==> config.mk <==
export PLATFORM = sky130hd
export DESIGN_NAME = seq_div_unit
export DESIGN_NICKNAME = d
export VERILOG_FILES = /design/src/rtl/seq_div_unit.sv
export SDC_FILE = /design/constraint.sdc
export NUM_CORES = 1
export LEC_CHECK = 0
export CORE_ASPECT_RATIO = 1.75
export CORE_MARGIN = 1.5
export CORE_UTILIZATION = 35
export DETAILED_ROUTE_END_ITERATION = 8
export PLACE_DENSITY = 0.56
export SETUP_SLACK_MARGIN = 0.3
export SLEW_MARGIN = 20
export SYNTH_ARGS = -nofsm -noshare
export SYNTH_HDL_FRONTEND = slang
export SYNTH_SLANG_ARGS = --single-unit
export TNS_END_PERCENT = 1
==> constraint.sdc <==
create_clock -name clk -period 5 [get_ports clk]
set_input_delay 1 -clock clk [delete_from_list [all_inputs] [get_ports clk]]
set_output_delay 1 -clock clk [all_outputs]
set_load 0.02 [all_outputs]
==> src/rtl/seq_div_unit.sv <==
// seq_div_unit: multi-cycle radix-2 restoring divider
// signed/unsigned per operation, valid/ready on both sides
module seq_div_unit #(
  parameter int WIDTH = 32
) (
  input  logic             clk,
  input  logic             rst,
  input  logic             in_valid,
  output logic             in_ready,
  input  logic             signed_op,
  input  logic [WIDTH-1:0] a,
  input  logic [WIDTH-1:0] b,
  output logic             out_valid,
  input  logic             out_ready,
  output logic [WIDTH-1:0] quotient,
  output logic [WIDTH-1:0] remainder,
  output logic             divide_by_0
);

  localparam int CW = $clog2(WIDTH);
  localparam logic [CW-1:0] LAST = CW'(WIDTH - 1);

  typedef enum logic [1:0] {
    S_IDLE,
    S_CALC,
    S_DONE
  } state_t;

  state_t           r_state;
  logic [CW-1:0]    r_cnt;
  logic [WIDTH-1:0] r_dvd;
  logic [WIDTH-1:0] r_dvs;
  logic [WIDTH-1:0] r_rem;
  logic             r_neg_q;
  logic             r_neg_r;

  logic             w_neg_a;
  logic             w_neg_b;
  logic [WIDTH-1:0] w_abs_a;
  logic [WIDTH-1:0] w_abs_b;
  logic             w_b_zero;
  logic [WIDTH:0]   w_shift;
  logic [WIDTH:0]   w_diff;
  logic             w_keep;
  logic [WIDTH-1:0] w_rem_nx;
  logic [WIDTH-1:0] w_q_nx;
  logic [WIDTH-1:0] w_q_fix;
  logic [WIDTH-1:0] w_r_fix;

  assign in_ready = (r_state == S_IDLE);

  // operand conditioning: magnitudes only matter in signed mode
  always_comb begin
    w_neg_a  = signed_op & a[WIDTH-1];
    w_neg_b  = signed_op & b[WIDTH-1];
    w_abs_a  = w_neg_a ? (~a + 1'b1) : a;
    w_abs_b  = w_neg_b ? (~b + 1'b1) : b;
    w_b_zero = (b == '0);
  end

  // one restoring step: the quotient bit enters where the
  // consumed dividend bit left
  always_comb begin
    w_shift  = {r_rem, r_dvd[WIDTH-1]};
    w_diff   = w_shift - {1'b0, r_dvs};
    w_keep   = ~w_diff[WIDTH];
    w_rem_nx = w_keep ? w_diff[WIDTH-1:0]
                      : w_shift[WIDTH-1:0];
    w_q_nx   = {r_dvd[WIDTH-2:0], w_keep};
    w_q_fix  = r_neg_q ? (~w_q_nx + 1'b1) : w_q_nx;
    w_r_fix  = r_neg_r ? (~w_rem_nx + 1'b1) : w_rem_nx;
  end

  // control FSM with registered datapath and result outputs
  always_ff @(posedge clk) begin
    if (rst) begin
      r_state     <= S_IDLE;
      r_cnt       <= '0;
      r_dvd       <= '0;
      r_dvs       <= '0;
      r_rem       <= '0;
      r_neg_q     <= 1'b0;
      r_neg_r     <= 1'b0;
      out_valid   <= 1'b0;
      quotient    <= '0;
      remainder   <= '0;
      divide_by_0 <= 1'b0;
    end else begin
      unique case (r_state)
        S_IDLE: begin
          if (in_valid) begin
            if (w_b_zero) begin
              quotient    <= '1;
              remainder   <= a;
              divide_by_0 <= 1'b1;
              out_valid   <= 1'b1;
              r_state     <= S_DONE;
            end else begin
              r_dvd   <= w_abs_a;
              r_dvs   <= w_abs_b;
              r_rem   <= '0;
              r_cnt   <= '0;
              r_neg_q <= w_neg_a ^ w_neg_b;
              r_neg_r <= w_neg_a;
              r_state <= S_CALC;
            end
          end
        end
        S_CALC: begin
          r_dvd <= w_q_nx;
          r_rem <= w_rem_nx;
          r_cnt <= r_cnt + 1'b1;
          if (r_cnt == LAST) begin
            quotient    <= w_q_fix;
            remainder   <= w_r_fix;
            divide_by_0 <= 1'b0;
            out_valid   <= 1'b1;
            r_state     <= S_DONE;
          end
        end
        S_DONE: begin
          if (out_ready) begin
            out_valid <= 1'b0;
            r_state   <= S_IDLE;
          end
        end
        default: r_state <= S_IDLE;
      endcase
    end
  end

endmodule

==> results of run 1 <==
-- cell type report --
class                   count  share of cell area [%]
clock buffers              22                    3.17
inverters                  51                    1.31
flip-flops and latches    171                    23.4
multi-input cells        1255                    54.8
repair buffers            200                    12.9
clock inverters             8                   0.488
well taps                 455                    3.89
-- metal layers --
layer | routed length [µm] | share of wire, % | global-route usage, %
met2 | 21400 | 54 | 43.6
met5 | 0 | 0 | 0
met3 | 1140 | 2.9 | 2.53
met1 | 15000 | 38 | 23.3
met4 | 1700 | 4.3 | 11.5
-- worst min-delay path, stage by stage (launching register included) --
cell and delay (ns):
dfxtp_1 0.31, nand2_1 0.05, a21oi_1 0.05
-- how the worst max path moves through the flow --
stage,to
3_3_place_gp,r_dvd[31]
4_1_cts,remainder[24]
5_1_grt,remainder[24]
3_5_place_dp,remainder[24]
2_1_floorplan,remainder[26]
6_report,remainder[24]
-- synthesized netlist by cell type (32+ instances only) --
cell      count  area (µm²)
dfxtp_1     171        3420
nor2_1      215         807
inv_1        50         188
nor3_1       41         205
o21ai_0      51         255
clkbuf_1     71         267
xor2_1       74         648
o211ai_1     32         240
a211oi_1     65         488
ha_1         38         475
nand2_1     166         623
a21oi_1     129         646
xnor2_1      58         508
-- timing repair --
action	CTS	global route
setup endpoints to repair	10	12
cloned	0	0
gates resized for setup	2	17
pin swaps	1	2
buffers inserted	1	0
hold buffers	0	0
hold endpoints to repair	0	0
-- power by group through the flow --
| stage | Sequential (W) | Clock (W) | Combinational [W] |
|---|---|---|---|
| final | 0.00151 | 0.00127 | 0.00123 |
| after global routing | 0.00152 | 0.00134 | 0.00135 |
| after CTS | 0.00151 | 0.00129 | 0.00122 |
| after detailed placement | 0.00154 | 0 | 0.00121 |
| after global placement | 0.00154 | 0 | 0.00120 |
| after floorplan | 0.00151 | 0 | 0.000826 |
-- kinds of logic after synthesis --
group                    after synthesis
AND/OR/NAND/NOR                      580
AO/OA/AOI/OAI                        467
flip-flops                           171
buffers and inverters                157
XOR/XNOR                             132
adder cells (fa/ha/maj)               39
multiplexers                          37
-- registers in the layout, summed over array words and instances, names as in the netlist --
| signal | flops |
|---|---|
| r_cnt | 5 |
| out_valid | 1 |
| r_neg_q | 1 |
| r_dvs | 32 |
| remainder | 32 |
| r_rem | 32 |
| quotient | 32 |
| divide_by_0 | 1 |
| r_state | 2 |
| r_neg_r | 1 |
| r_dvd | 32 |
-- metrics by stage --
stage | util [%] | std cells
5_1_grt | 43.3 | 2162
3_3_place_gp | 41.5 | 2131
3_5_place_dp | 41.5 | 2131
2_1_floorplan | - | 1583
6_report | 43.3 | 2162
4_1_cts | 43.1 | 2162
==> results.toml, run 1 <==
[run_status]
outcome = "finished, final reports clean"

[timing]
slew_headroom_pct = 31.1
max_freq_mhz = 223
setup_ws_ns = 0.516
setup_violations = 0
finalSetupTns_ns = 0
period_needed_ns = 4.48
fin_worst_skew_ns = 0.00929
timing.final.crit_share_pct = 89.7
tightest_slew_ns = 1.03
holdWs_ns = 0.454
rsz0062_at_grt = "yes"
final_max_slew_viol_count = 0
hold_viol = 0

[flow_run]
cap_violations = 0

[synthesis]
ys_types = 86
synth_top_family_by_area = "compound AO/OA/AOI/OAI gates"
synthArstFlopShare_pct = 0
synth_seq_cells = 171
synth-xor-area-share_pct = 9.65
syn_area_per_cell_um2 = 7.57
synthMuxAreaShare_pct = 3.20
synth-seq-area-share_pct = 28.6
synth_edf_count = 0
syn_area_um2 = 12000
ys.flop_type = "dfxtp_1"
syn-num-nets = 1691
synth_cells = 1583
synth-simple-area-share_pct = 22.3
yosys_warnings = 0
synthAdderAreaFrac_pct = 4.14
synth_compound_area_share_pct = 26.6

[worst_setup_path]
path_cells = "ha_2 -> a21oi_2 -> o21ai_1 -> a221oi_4 -> o31ai_4 -> a311oi_1 -> buf_4 -> nor2_4 -> inv_2 -> nor2_1 -> a21oi_2 -> ha_2 -> nand2_1 -> nor3_2 -> nand4_1 -> o31ai_2 -> buf_4 -> o211ai_2 -> buf_4 -> o21ai_1 -> xnor2_1 -> a2111oi_2"
critPathBufInv = 4
critPathRequiredTime_ns = 5.35
r2r_setup_slack_ns = 0.52
timing.rr.end = "remainder[24]"
endpoint_kind = "flip-flop"
crit_family = "compound AO/OA/AOI/OAI gates"
startpoint = "r_rem[22]"
cpMostUsedCell = "buf_4"
max_stage_delay_ns = 0.44
path_max_fanout = 8
cp_data_arrival_time_ns = 4.84
cp-start-kind = "flip-flop"
cp.depth = 22
reg2reg_depth = 22
slowest_stage = "dfxtp_1"
reg2reg_from = "r_rem[22]"
setup.worst_path.class = "reg -> reg"

[place]
place_congestion = 0.945
placed_area_um2 = 14000
place_ws_ns = -0.0143
io_buffers = 135
dpl.hpwl_um = 30300

[cells_and_area]
fillerInstances = 3504
final-seq-area_um2 = 3430
antenna_cells = 0
fin_nets = 1804
syn2layout_area_growth_pct = 22.1
final_cell_mix = "214 x nor2_1, 168 x dfxtp_1, 166 x nand2_1"
multi_input_area_um2 = 8010
finish.instance_area_um2 = 14600
final_common_cell = "nor2_1"
drive_gt1_share_pct = 8.85

[floorplanning]
die_y_um = 248
ios = 136
design.core.area_um2 = 33700
initial_core_util_pct = 35.5
dieArea_um2 = 35400
die_w_um = 143
fp-row-count = 89

[cts]
cts_buffer_depth = 2
cts.sinks = 171
htreeDepth = 4
clk_pin_slew_ns = 0.07
root_buffer = "clkbuf_16"
cts_tree = "yes"
insertion_delay_ns = 0.46
cts_buffers = 17

[route]
vias_per_cell = 5.49
wirelength_um = 39300
drt_iter0_drc = 556
first_pass_iters = 8
drc = 0
postRouteAntennaNets = 0
vias = 11864
wl_per_cell_um = 18.2

[pwr]
power_w = 0.00400
p_per_area_nw_per_um2 = 274
p_seq_share_pct = 37.7
combinationalPowerShare_pct = 30.7
p_switching_w = 0.00139
p_leak_nw = 5.31
clock_power_share_pct = 31.6
p_sw_share_pct = 34.7
irDropWorstVdd_mv = 0.229
internal-power_w = 0.00261

[global_routing]
antenna_found_initial = 0
gr-total-overflow = 0
grt_pass1_wl_um = 61800
grt_max_degree = 93
gr-usage-all-layers_pct = 22.5
grt_pass1_vias = 11490

[min_path]
hp-class = "reg -> reg"
min_delay_worst_endpoint = "r_dvs[22]"
min_from = "r_dvs[22]"
hold_depth = 2
Note: power is estimated with default switching activity, not from simulation.
==> run 2, diff against run 1 <==
--- a/config.mk
+++ b/config.mk
@@ -8,6 +8,7 @@
 export CORE_ASPECT_RATIO = 1.75
 export CORE_MARGIN = 1.5
 export CORE_UTILIZATION = 35
+export CTS_BUF_LIST = sky130_fd_sc_hd__clkbuf_2 sky130_fd_sc_hd__clkbuf_4 sky130_fd_sc_hd__clkbuf_8
 export DETAILED_ROUTE_END_ITERATION = 8
 export PLACE_DENSITY = 0.56
 export SETUP_SLACK_MARGIN = 0.3
==> constraint.sdc (replaced) <==
create_clock -name clk -period 5 [get_ports clk]
set_input_delay 0.5 -clock clk [delete_from_list [all_inputs] [get_ports clk]]
set_output_delay 0.5 -clock clk [all_outputs]
set_load 0.02 [all_outputs]
==> run 2 against run 1 <==
Largest cell class unchanged. Critical path type unchanged. Non-clock buffer count down 28. Via count up 0.13%. Combinational power about the same. Clock power down 15%. Wire length up 0.40%. Final cell count down 1.2%.
==> results.toml, run 2 (synthesized netlist as in run 1, its figures left out) <==
[run_status]
outcome = "finished, final reports clean"

[worst_setup_path]
cp_data_arrival_time_ns = 4.78
critPathRequiredTime_ns = 5.41
endpoint_kind = "flip-flop"
path_max_fanout = 7
cp-start-kind = "flip-flop"
setup.worst_path.class = "reg -> reg"

[cts]
root_buffer = "clkbuf_8"
cts_buffer_depth = 2
clk_pin_slew_ns = 0.10
cts_tree = "yes"
htreeDepth = 4
ctsHoldBuffers = 0
insertion_delay_ns = 0.51
cts_buffers = 17
cts.sinks = 171

[timing]
period_needed_ns = 4.37
final_max_slew_viol_count = 0
max_freq_mhz = 229
finalSetupTns_ns = 0
hold_viol = 0
tightest_slew_ns = 1.00
setup_violations = 0
timing.final.crit_share_pct = 87.4
slew_headroom_pct = 33.0
rsz0062_at_grt = "no"
fin_worst_skew_ns = 0.0134
setup_ws_ns = 0.630

[pwr]
irDropWorstVdd_mv = 0.154
power_w = 0.00379
p_per_area_nw_per_um2 = 265
p_leak_nw = 5.10

[floorplanning]
design.core.area_um2 = 33700
die_y_um = 248
initial_core_util_pct = 35.5
die_w_um = 143
ios = 136
fp-row-count = 89
dieArea_um2 = 35400

[route]
vias_per_cell = 5.56
wl_per_cell_um = 18.5
drt_iter0_drc = 682
postRouteAntennaNets = 0
drc = 0
first_pass_iters = 6
vias = 11880
wirelength_um = 39500

[global_routing]
grt_max_degree = 78
use_met2_pct = 42.9
antenna_found_initial = 1
grt_pass1_wl_um = 61300
grt_pass1_vias = 11374
grtUsageMet1_pct = 23.4
gr-total-overflow = 0
grtUsageMet3_pct = 2.62
gr-usage-all-layers_pct = 22.4
grt_busiest_layer = "met2"

[cells_and_area]
fin_nets = 1776
final_cell_mix = "214 x nor2_1, 168 x dfxtp_1, 166 x nand2_1"
drive_gt1_share_pct = 7.56
final_common_cell = "nor2_1"
syn2layout_area_growth_pct = 19.1

[min_path]
hp-class = "reg -> reg"

[place]
io_buffers = 135
place_congestion = 0.969
dpl.hpwl_um = 30100
place_ws_ns = 0.218

[flow_run]
cap_violations = 0
## run 2: cell types whose count changed in the layout (fill, tap and decap cells not counted), moves of 2 or more
cell and delta:
buf_4 -26, clkbuf_4 +2, bufinv_16 +2, clkbuf_1 -3
clkbuf_16 -17, buf_12 -2, and3_2 -2, clkbuf_8 +17
## run 2: critical path: stages, from the launching register on
cell and delay [ns]:
dfxtp_1 0.34, inv_1 0.05, ha_1 0.39, a21oi_2 0.27, nand2_1 0.13, o211ai_1 0.25, nand3_2 0.17, a311oi_1 0.29
buf_4 0.17, nor2_4 0.04, inv_4 0.10, nor2_1 0.06, a21oi_2 0.13, ha_2 0.22, nand2_1 0.07, nor3_2 0.15
nand4_1 0.23, o31ai_4 0.30, o211ai_2 0.15, buf_4 0.17, o21ai_1 0.14, xnor2_1 0.11, a2111oi_2 0.35
## run 2: path summary, 6_finish.rpt
| check | start | endpoint | slack (ns) | depth (start not counted) |
|---|---|---|---|---|
| min | r_dvs[18] | r_dvs[18] | 0.45 | 2 |
| max reg2reg | r_dvs[5] | remainder[24] | 0.63 | 22 |
| max | r_dvs[5] | remainder[24] | 0.63 | 22 |
| min reg2reg | r_dvs[18] | r_dvs[18] | 0.45 | 2 |
## run 2: where the power goes
part	leakage (nW)	switching, W	internal (W)
clock	0.213	0.000551	0.000530
combinational	3.49	0.000740	0.000457
sequential	1.39	0.0000788	0.00143
## run 2: layer usage
layer  vias up  wire length [µm]
met5         -                 0
met4         0              1850
met3        87              1230
met1      5597             15200
li1       5894                 -
met2       302             21200
## run 2: what timing repair did
item,in CTS,in global routing
setup endpoints to repair,4,11
gates resized for setup,3,14
cloned,0,0
buffers inserted,0,1
pin swaps,0,5
## run 2: cell type report
type / instances / area [µm²]
Antenna cell: 1 / 2.50
Clock buffer: 21 / 277
Clock inverter: 11 / 143
Fill cell: 3546 / 19500
Inverter: 51 / 194
Multi-Input combinational cell: 1255 / 8000
Sequential cell: 171 / 3430
Tap cell: 455 / 569
Timing Repair Buffer: 172 / 1650
## run 2: stage by stage
| step | utilization (%) | std cells | instance area, µm² | hold slack [ns] |
|---|---|---|---|---|
| final | 42.3 | 2137 | 14300 | 0.454 |
| after global routing | 42.3 | 2137 | 14300 | 0.489 |
| after CTS | 42.1 | 2135 | 14200 | 0.460 |
| after detailed placement | 40.8 | 2103 | 13800 | 0.450 |
| after global placement | 40.8 | 2103 | 13800 | 0.441 |
| after floorplan | - | 1583 | 12000 | 0.432 |
==> run 3, diff against run 2 <==
--- a/config.mk
+++ b/config.mk
@@ -5,12 +5,13 @@
 export SDC_FILE = /design/constraint.sdc
 export NUM_CORES = 1
 export LEC_CHECK = 0
+export CAP_MARGIN = 40
 export CORE_ASPECT_RATIO = 1.75
 export CORE_MARGIN = 1.5
-export CORE_UTILIZATION = 35
+export CORE_UTILIZATION = 50
 export CTS_BUF_LIST = sky130_fd_sc_hd__clkbuf_2 sky130_fd_sc_hd__clkbuf_4 sky130_fd_sc_hd__clkbuf_8
 export DETAILED_ROUTE_END_ITERATION = 8
-export PLACE_DENSITY = 0.56
+export PLACE_DENSITY = 0.75
 export SETUP_SLACK_MARGIN = 0.3
 export SLEW_MARGIN = 20
 export SYNTH_ARGS = -nofsm -noshare
==> run 3 against run 2 <==
Via count rose by 1.8%. Worst hold slack barely moved. Maximum frequency fell by 2.6%. Clock-buffer cell count fell by 2. Critical path depth fell by 1. Sequential share of layout area fell by 0.093 points. Critical endpoint is now remainder[16]. Design area rose by 0.54%. Largest cell class unchanged.
==> results.toml, run 3 (synthesized netlist as in run 1, its figures left out) <==
[cells_and_area]
antenna_cells = 0
fillerInstances = 2187
final_cell_mix = "214 x nor2_1, 165 x nand2_1, 164 x dfxtp_1"
syn2layout_area_growth_pct = 19.7
drive_gt1_share_pct = 9.17
final-seq-area_um2 = 3430
multi_input_area_um2 = 8110
final_common_cell = "nor2_1"
fin_nets = 1785

[worst_setup_path]
crit_family = "simple AND/OR/NAND/NOR gates"
r2r_setup_slack_ns = 0.51
reg2reg_depth = 21
critPathRequiredTime_ns = 5.41
cpMostUsedCell = "buf_4"
path_cells = "inv_1 -> ha_1 -> nand4_1 -> or4_4 -> nand3_4 -> a311oi_2 -> buf_4 -> nor2_4 -> inv_2 -> buf_4 -> a21oi_4 -> ha_2 -> nand2_1 -> nor3_2 -> nand4_1 -> o31ai_4 -> buf_4 -> a21oi_1 -> xnor2_1 -> mux2_2 -> a211oi_1"
reg2reg_from = "r_dvs[19]"
critPathBufInv = 5
endpoint_kind = "flip-flop"
cp_data_arrival_time_ns = 4.90
path_max_fanout = 7
slowest_stage = "or4_4"
timing.rr.end = "remainder[16]"
setup.worst_path.class = "reg -> reg"
cp-start-kind = "flip-flop"
max_stage_delay_ns = 0.63

[cts]
clk_pin_slew_ns = 0.10
cts.sinks = 171
htreeDepth = 4
cts_tree = "yes"
root_buffer = "clkbuf_8"
ctsHoldBuffers = 0
insertion_delay_ns = 0.50
cts_buffer_depth = 2
cts_buffers = 17

[pwr]
p_seq_share_pct = 38.6
irDropWorstVdd_mv = 0.185
internal-power_w = 0.00252
p_switching_w = 0.00137
combinationalPowerShare_pct = 31.4
clock_power_share_pct = 30.0
power_w = 0.00390
p_sw_share_pct = 35.3
p_per_area_nw_per_um2 = 272
p_leak_nw = 5.19

[route]
drc = 0
wl_per_cell_um = 18.5
postRouteAntennaNets = 0
first_pass_iters = 5
wirelength_um = 36900
drt_iter0_drc = 648
vias = 12098
vias_per_cell = 6.07

[timing]
final_max_slew_viol_count = 0
period_needed_ns = 4.49
tightest_slew_ns = 0.832
rsz0062_at_grt = "no"
hold_viol = 0
timing.final.crit_share_pct = 89.7
max_freq_mhz = 223
holdWs_ns = 0.454
setup_violations = 0
slew_headroom_pct = 43.1
finalSetupTns_ns = 0
fin_worst_skew_ns = 0.0155

[global_routing]
grt_pass1_wl_um = 59200
gr-total-overflow = 0
gr-usage-all-layers_pct = 29.7
grt_pass1_vias = 11834
antenna_found_initial = 0
grt_max_degree = 82

[floorplanning]
die_w_um = 120
fp-row-count = 74
die_y_um = 208
design.core.area_um2 = 23400
ios = 136
initial_core_util_pct = 51.1
dieArea_um2 = 24900

[min_path]
hp-class = "in -> reg"
hold_depth = 2
min_from = "rst"
min_delay_worst_endpoint = "r_rem[19]"

[place]
place_congestion = 0.979
dpl.hpwl_um = 28200
io_buffers = 135

[run_status]
outcome = "finished, final reports clean"

[flow_run]
cap_violations = 0
run 3: cell types whose count changed in the layout (fill, tap and decap cells not counted), sizes merged, moves of 2 or more:
cell / change
clkinv: -2
clkbuf: -2
buf: +9
bufinv: +2
run 3: power by group through the flow:
stage	clock, W	combinational (W)	sequential [W]
detailed placement	0	0.00116	0.00153
finish	0.00117	0.00122	0.00150
global placement	0	0.00113	0.00153
global route	0.00123	0.00133	0.00152
CTS	0.00119	0.00117	0.00150
floorplan	0	0.000826	0.00151
run 3: repair_timing:
item / CTS / global route
resized for setup: 5 / 38
setup endpoints to repair: 5 / 10
pin swaps: 4 / 12
buffers inserted: 1 / 8
run 3: layer usage:
layer,vias to the layer above,routed length (µm),GRT usage (%)
met2,376,19800,55.8
met5,-,0,0
li1,5920,-,-
met3,120,1200,3.27
met1,5682,13700,30.5
met4,0,2220,19.2
run 3: worst max-delay path by stage:
stage	start	end	slack (ns)	cells past startpoint
6_report	r_dvs[19]	remainder[16]	0.51	21
3_3_place_gp	r_dvs[11]	remainder[26]	0.26	21
3_5_place_dp	r_dvs[11]	remainder[26]	0.09	21
4_1_cts	r_dvd[31]	remainder[26]	0.32	22
5_1_grt	r_dvs[21]	remainder[16]	0.29	21
2_1_floorplan	r_dvs[15]	remainder[26]	0.33	23
run 3: cell type report:
type	instances	area share, %
multi-input combinational	1255	56.6
sequential	171	23.9
timing repair buffer	181	12.2
tap	304	2.65
clock buffer	19	1.82
clock inverter	13	1.48
inverter	51	1.33
run 3: stage by stage:
step                      setup WS [ns]  cell area, µm²  utilization [%]  std cells
after floorplan                   0.325           12000                -       1583
after global placement            0.261           13600             57.9       1950
after detailed placement         0.0923           13600             58.1       1953
after CTS                         0.318           14100             60.3       1986
after global routing              0.288           14300             61.2       1994
final                             0.513           14300             61.2       1994
